===== src/rtl/instruction_fetch_if.sv =====
// Fetch-stage bus bundle: PC feedback, branch redirect, memory read port and decode handshake.
// The master modport is the fetch stage; the slave modport is its surroundings.
interface instruction_fetch_if #(
   parameter int unsigned OPERAND_WIDTH = 11,
   parameter int unsigned INSTR_WIDTH   = 16
);
   logic [OPERAND_WIDTH-1:0] if_pc;
   logic [OPERAND_WIDTH-1:0] if_pc_next;
   logic                     if_pc_wr;
   logic                     if_branch;
   logic [OPERAND_WIDTH-1:0] if_branch_addr;
   logic                     if_mem_req;
   logic [OPERAND_WIDTH-1:0] if_mem_addr;
   logic                     if_mem_ack;
   logic [INSTR_WIDTH-1:0]   if_mem_data;
   logic [INSTR_WIDTH-1:0]   if_instr;
   logic [OPERAND_WIDTH-1:0] if_instr_pc;
   logic                     if_valid;
   logic                     if_ready;

   modport master (
      input  if_pc, if_branch, if_branch_addr, if_mem_ack, if_mem_data, if_ready,
      output if_pc_next, if_pc_wr, if_mem_req, if_mem_addr, if_instr, if_instr_pc, if_valid
   );

   modport slave (
      output if_pc, if_branch, if_branch_addr, if_mem_ack, if_mem_data, if_ready,
      input  if_pc_next, if_pc_wr, if_mem_req, if_mem_addr, if_instr, if_instr_pc, if_valid
   );
endinterface


===== src/rtl/instruction_fetch.sv =====
// Fetch stage: reads instruction memory at the current PC, hands the word to decode,
// and steers program_counter for sequential increment and branch redirects.
module instruction_fetch #(
   parameter int unsigned OPERAND_WIDTH = 11,
   parameter int unsigned INSTR_WIDTH   = 16
) (
   input  logic                clock,
   input  logic                if_reset_n,
   instruction_fetch_if.master bus
);
   localparam int unsigned OW = OPERAND_WIDTH;
   localparam int unsigned IW = INSTR_WIDTH;

   typedef enum logic [1:0] {
      IDLE  = 2'd0,
      REQ   = 2'd1,
      DRAIN = 2'd2,
      HOLD  = 2'd3
   } state_t;

   state_t        state;
   state_t        state_nxt;
   logic [OW-1:0] fetch_addr;
   logic [OW-1:0] redirect;
   logic [IW-1:0] instr_q;
   logic [OW-1:0] instr_pc_q;
   logic          valid_q;

   // State register
   always_ff @(posedge clock) begin
      if (!if_reset_n) begin
         state <= IDLE;
      end else begin
         state <= state_nxt;
      end
   end

   // Next-state logic
   always_comb begin
      state_nxt = state;
      case (state)
         IDLE:  state_nxt = REQ;
         REQ: begin
            if (bus.if_mem_ack && !bus.if_branch) begin
               state_nxt = HOLD;
            end else if (!bus.if_mem_ack && bus.if_branch) begin
               state_nxt = DRAIN;
            end
         end
         DRAIN: begin
            if (bus.if_mem_ack) begin
               state_nxt = REQ;
            end
         end
         HOLD: begin
            if (bus.if_branch || bus.if_ready) begin
               state_nxt = REQ;
            end
         end
         default: state_nxt = IDLE;
      endcase
   end

   // Memory port and PC steering; a branch always wins over the sequential increment
   always_comb begin
      bus.if_mem_req  = 1'b0;
      bus.if_mem_addr = fetch_addr;
      bus.if_pc_wr    = 1'b0;
      bus.if_pc_next  = fetch_addr;
      if (if_reset_n) begin
         bus.if_mem_req = (state == REQ) || (state == DRAIN);
         if (bus.if_branch) begin
            bus.if_pc_wr   = 1'b1;
            bus.if_pc_next = bus.if_branch_addr;
         end else if ((state == REQ) && bus.if_mem_ack) begin
            bus.if_pc_wr   = 1'b1;
            bus.if_pc_next = OW'(fetch_addr + OW'(1));
         end
      end
   end

   // Fetch address, pending redirect and the decode-facing instruction register
   always_ff @(posedge clock) begin
      if (!if_reset_n) begin
         fetch_addr <= '0;
         redirect   <= '0;
         instr_q    <= '0;
         instr_pc_q <= '0;
         valid_q    <= 1'b0;
      end else begin
         case (state)
            IDLE: fetch_addr <= bus.if_branch ? bus.if_branch_addr : bus.if_pc;
            REQ: begin
               if (bus.if_mem_ack) begin
                  if (bus.if_branch) begin
                     fetch_addr <= bus.if_branch_addr;
                  end else begin
                     instr_q    <= bus.if_mem_data;
                     instr_pc_q <= fetch_addr;
                     valid_q    <= 1'b1;
                  end
               end else if (bus.if_branch) begin
                  redirect <= bus.if_branch_addr;
               end
            end
            // Open read must complete before the redirect target is fetched
            DRAIN: begin
               if (bus.if_mem_ack) begin
                  fetch_addr <= bus.if_branch ? bus.if_branch_addr : redirect;
               end else if (bus.if_branch) begin
                  redirect <= bus.if_branch_addr;
               end
            end
            HOLD: begin
               if (bus.if_branch) begin
                  valid_q    <= 1'b0;
                  fetch_addr <= bus.if_branch_addr;
               end else if (bus.if_ready) begin
                  valid_q    <= 1'b0;
                  fetch_addr <= bus.if_pc;
               end
            end
            default: ;
         endcase
      end
   end

   assign bus.if_instr    = instr_q;
   assign bus.if_instr_pc = instr_pc_q;
   assign bus.if_valid    = valid_q;

endmodule


===== src/flat_wrapper.sv =====
// flat-port wrapper written by rule: the top's interface ports become plain ports
module instruction_fetch_flat 
#(
   parameter int unsigned OPERAND_WIDTH = 11,
   parameter int unsigned INSTR_WIDTH   = 16
)
  (clock, if_reset_n, bus_if_pc, bus_if_branch, bus_if_branch_addr, bus_if_mem_ack, bus_if_mem_data, bus_if_ready, bus_if_pc_next, bus_if_pc_wr, bus_if_mem_req, bus_if_mem_addr, bus_if_instr, bus_if_instr_pc, bus_if_valid);
  instruction_fetch_if #(.OPERAND_WIDTH(OPERAND_WIDTH), .INSTR_WIDTH(INSTR_WIDTH)) bus_i ();
  input  logic clock;
  input  logic if_reset_n;
  input wire logic [$bits(bus_i.if_pc)-1:0] bus_if_pc;
  input wire logic [$bits(bus_i.if_branch)-1:0] bus_if_branch;
  input wire logic [$bits(bus_i.if_branch_addr)-1:0] bus_if_branch_addr;
  input wire logic [$bits(bus_i.if_mem_ack)-1:0] bus_if_mem_ack;
  input wire logic [$bits(bus_i.if_mem_data)-1:0] bus_if_mem_data;
  input wire logic [$bits(bus_i.if_ready)-1:0] bus_if_ready;
  output wire logic [$bits(bus_i.if_pc_next)-1:0] bus_if_pc_next;
  output wire logic [$bits(bus_i.if_pc_wr)-1:0] bus_if_pc_wr;
  output wire logic [$bits(bus_i.if_mem_req)-1:0] bus_if_mem_req;
  output wire logic [$bits(bus_i.if_mem_addr)-1:0] bus_if_mem_addr;
  output wire logic [$bits(bus_i.if_instr)-1:0] bus_if_instr;
  output wire logic [$bits(bus_i.if_instr_pc)-1:0] bus_if_instr_pc;
  output wire logic [$bits(bus_i.if_valid)-1:0] bus_if_valid;
  assign bus_i.if_pc = bus_if_pc;
  assign bus_i.if_branch = bus_if_branch;
  assign bus_i.if_branch_addr = bus_if_branch_addr;
  assign bus_i.if_mem_ack = bus_if_mem_ack;
  assign bus_i.if_mem_data = bus_if_mem_data;
  assign bus_i.if_ready = bus_if_ready;
  assign bus_if_pc_next = bus_i.if_pc_next;
  assign bus_if_pc_wr = bus_i.if_pc_wr;
  assign bus_if_mem_req = bus_i.if_mem_req;
  assign bus_if_mem_addr = bus_i.if_mem_addr;
  assign bus_if_instr = bus_i.if_instr;
  assign bus_if_instr_pc = bus_i.if_instr_pc;
  assign bus_if_valid = bus_i.if_valid;
  instruction_fetch #(.OPERAND_WIDTH(OPERAND_WIDTH), .INSTR_WIDTH(INSTR_WIDTH)) u_core (.clock(clock), .if_reset_n(if_reset_n), .bus(bus_i));
endmodule

===== config.mk =====
export PLATFORM = sky130hd
export DESIGN_NAME = instruction_fetch_flat
export DESIGN_NICKNAME = d
export VERILOG_FILES = /design/src/rtl/instruction_fetch_if.sv /design/src/rtl/instruction_fetch.sv /design/src/flat_wrapper.sv
export SDC_FILE = /design/constraint.sdc
export NUM_CORES = 1
export LEC_CHECK = 0
export BUFFER_PORTS_ARGS = -buffer_cell sky130_fd_sc_hd__buf_2
export CAP_MARGIN = 20
export CORE_MARGIN = 3
export CORE_UTILIZATION = 28
export CTS_BUF_LIST = sky130_fd_sc_hd__clkbuf_8
export CTS_CLUSTER_SIZE = 16
export DETAILED_ROUTE_END_ITERATION = 10
export GPL_ROUTABILITY_DRIVEN = 0
export GPL_TIMING_DRIVEN = 0
export MAX_ROUTING_LAYER = met4
export PLACE_DENSITY = 0.58
export SYNTH_ARGS = -nofsm -noshare
export SYNTH_HDL_FRONTEND = slang
export SYNTH_SLANG_ARGS = --single-unit
export TNS_END_PERCENT = 100

===== constraint.sdc =====
create_clock -name clock -period 1.74 [get_ports clock]
set_input_delay 0.348 -clock clock [delete_from_list [all_inputs] [get_ports clock]]
set_output_delay 0.348 -clock clock [all_outputs]
set_load 0.03 [all_outputs]

==> flow_summary.ini <==
[outcome]
status = finished, violations left
violations = setup timing

[power_and_ir_drop]
peakVddDrop_v = 0.000455
power.density_nw_per_um2 = 850
p_leak_nw = 1.76
total_power_mw = 3.63

[critical_path]
cp_max_fo = 4
cpPeakStageDelay_ns = 0.48
critPathRequiredTime_ns = 1.39
critPathBufInv = 2
end_kind = output port
crit_family = simple AND/OR/NAND/NOR gates
worstPathCellList = inv_2 -> ha_4 -> nand4_1 -> or4_1 -> o21ai_2 -> a211oi_2 -> buf_4
start_kind = flip-flop
cp.arrival_ns = 1.90
crit_path_top_delay_cell = or4_1
worstSetupPathType = flip-flop to output port

[detailed_routing]
avgRoutedWirePerCell_um = 15.7
antenna_left = 0
routed_via_density = 5.00
routed-via-count = 3027
wl_mm = 9.52
drc = 0
drt_first_pass_iters = 4
drtIter0Drc = 165

[synthesis]
syn_area_um2 = 2660
synth_edf_count = 0
synthCells = 346
syn_nets = 393
synth_seq_area_share_pct = 39.1
async_flop_share_pct = 0
ys.flop_type = dfxtp_1
avgSynthCellArea_um2 = 7.70
synth_seq_cells = 52
ys_types = 47
synth_warnings = 0

[global_routing]
antenna_found_initial = 0
overflow = 0
grt_pass1_vias = 2920
grt_pass1_wl_mm = 15.1
grt_usage_pct = 17.3
grt_max_degree = 17

[run]
maxCapViolCount = 0

[layout]
nets = 526
synthToLayoutAreaGrowth_pct = 60.1
drive_gt1_share_pct = 47.5
antennaDiodeCount = 0

[clocking]
cts_root_buffer = clkbuf_8
cts_tree = yes
clockBufferDepth = 2
cts_buffers = 5
clkTransAtPathRegs_ns = 0.10
cts_hold_buf = 0
worstSkewPairLatency_ns = 0.30
clock-sinks = 52
htreeDepth = 2

[sta]
setup_slack_ns = -0.505
max_freq_mhz = 445
hold_violations = 0
relSlewSlack_pct = 61.4
post-route-min-period_ns = 2.25
whs_ns = 0.272
fin_crit_sh_pct = 129
tightest_slew_ns = 0.580
rsz0062_at_grt = true
setup_viol = 18
maxSlewViolCount = 0
fin_skew_ns = 0.00545
fin_tns_setup_ns = -4.94

[floorplanning]
core_area_um2 = 8980
die_w_um = 104
fp.dieArea_um2 = 10700
row_count = 34
dieHeight_um = 104
ioPinCount = 95
start_util_pct = 29.7

[place]
place_hpwl_mm = 6.47
portBuffers = 93

[hold_path]
min_path_type = input pin to flip-flop
report_power, final:
part	total (mW)	internal, mW	switching (mW)
logic	1.26	0.522	0.739
clock network	0.988	0.570	0.418
registers	1.38	1.27	0.102
total	3.63	2.37	1.26
worst reg2reg max path: stages, from the launching register on:
cell and delay [ns]:
dfxtp_2 0.34, inv_2 0.06, ha_4 0.15, buf_4 0.12
buf_6 0.11, and3b_2 0.26, nand2_4 0.08, buf_4 0.13
buf_4 0.12, buf_4 0.12, buf_4 0.12, buf_4 0.12
buf_4 0.12, buf_4 0.12, a21oi_1 0.11
path summary, 6_finish.rpt:
path	end	depth (start not counted)	start	slack, ns
hold / removal	u_core.bus.if_instr[1]	3	bus_if_mem_data[1]	0.27
setup reg to reg	u_core.bus.if_instr_pc[0]	14	u_core.state[1]	-0.38
setup / recovery	bus_if_pc_next[8]	7	u_core.state[1]	-0.51
hold reg to reg	u_core.bus.if_instr[2]	2	u_core.bus.if_instr[2]	0.45
cell families (layout without fill, tap and decap cells):
logic type,Yosys count,count (layout),synth area share [%]
adders and majority gates,4,4,1.88
xor gates and xnor gates,1,1,0.329
buffers and inverters,37,171,7.24
muxes,15,15,5.73
and+or+nand+nor,123,123,19.5
DFF,52,52,39.1
AOI/OAI and AO/OA,114,114,26.2
cells in the final DEF, fill, tap and decap left out, types with 4 or more instances in the layout:
master / instances
clkbuf_2: 4
a21oi_4: 4
clkbuf_4: 4
inv_1: 7
nand3_1: 5
buf_4: 31
nand2_1: 79
nor2_4: 4
nor2_1: 17
clkbuf_1: 5
a21oi_1: 39
dfxtp_4: 6
a21oi_2: 4
clkbuf_8: 5
a21o_1: 4
o21ai_2: 5
mux2i_1: 13
o21ai_0: 18
buf_2: 80
buf_6: 26
dfxtp_2: 5
dfxtp_1: 41
a22oi_2: 11
cell type report:
class                      instances  area [um^2]
timing repair buffer             128          841
fill                             902         4710
clock buffer                       5         68.8
tap                              126          158
sequential                        52         1070
multi-input combinational        257         1820
inverter                          10         45.0
buffer                            25          193
clock inverter                     3         63.8
timing repair:
item                       CTS  global route
resized for setup           74            58
setup buffers               22            12
setup endpoints to repair   22            54
cloned                       0             2
pin swaps                   17            29
state kept, by name (all words and copies together), names as in the netlist:
signal                  count
u_core.bus.if_mem_addr     11
u_core.redirect            11
u_core.bus.if_instr_pc     11
u_core.bus.if_instr        16
u_core.bus.if_valid         1
u_core.state                2
cells in the mapped netlist, types with 2 or more instances:
| cell | number | area (um^2) |
|---|---|---|
| nand2_1 | 82 | 308 |
| dfxtp_1 | 52 | 1040 |
| a21oi_1 | 47 | 235 |
| o21ai_0 | 25 | 125 |
| nor2_1 | 21 | 78.8 |
| mux2i_1 | 13 | 130 |
| a22oi_1 | 11 | 82.6 |
| buf_2 | 10 | 50.1 |
| clkbuf_1 | 10 | 37.5 |
| inv_1 | 8 | 30.0 |
| buf_6 | 5 | 56.3 |
| nand3_1 | 5 | 25.0 |
| a21o_1 | 4 | 30.0 |
| a221oi_1 | 4 | 35.0 |
| ha_1 | 4 | 50.1 |
| o22ai_1 | 4 | 25.0 |
| nand3_2 | 3 | 30.0 |
| nor3_1 | 3 | 15.0 |
| o21ai_1 | 3 | 15.0 |
| nand4_1 | 2 | 12.5 |
| o22a_1 | 2 | 17.5 |
| o2bb2ai_1 | 2 | 17.5 |
| or4_1 | 2 | 15.0 |
metrics by stage:
stage	setup slack [ns]	cell area [um^2]	std cells	utilization, %
floorplan	-0.0884	2770	346	-
global placement	-0.372	3400	565	37.8
detailed placement	-0.385	3400	565	37.8
CTS	-0.533	3960	593	44.1
global route	-0.551	4260	606	47.5
finish	-0.505	4260	606	47.5
per-layer routing:
layer / global-route usage [%] / share of wire (%)
met1: 23.2 / 47
met2: 27.7 / 47
met3: 3.23 / 5.2
met4: 3.32 / 1.2
met5: - / 0
No activity file was read; power rests on OpenSTA's default activity.
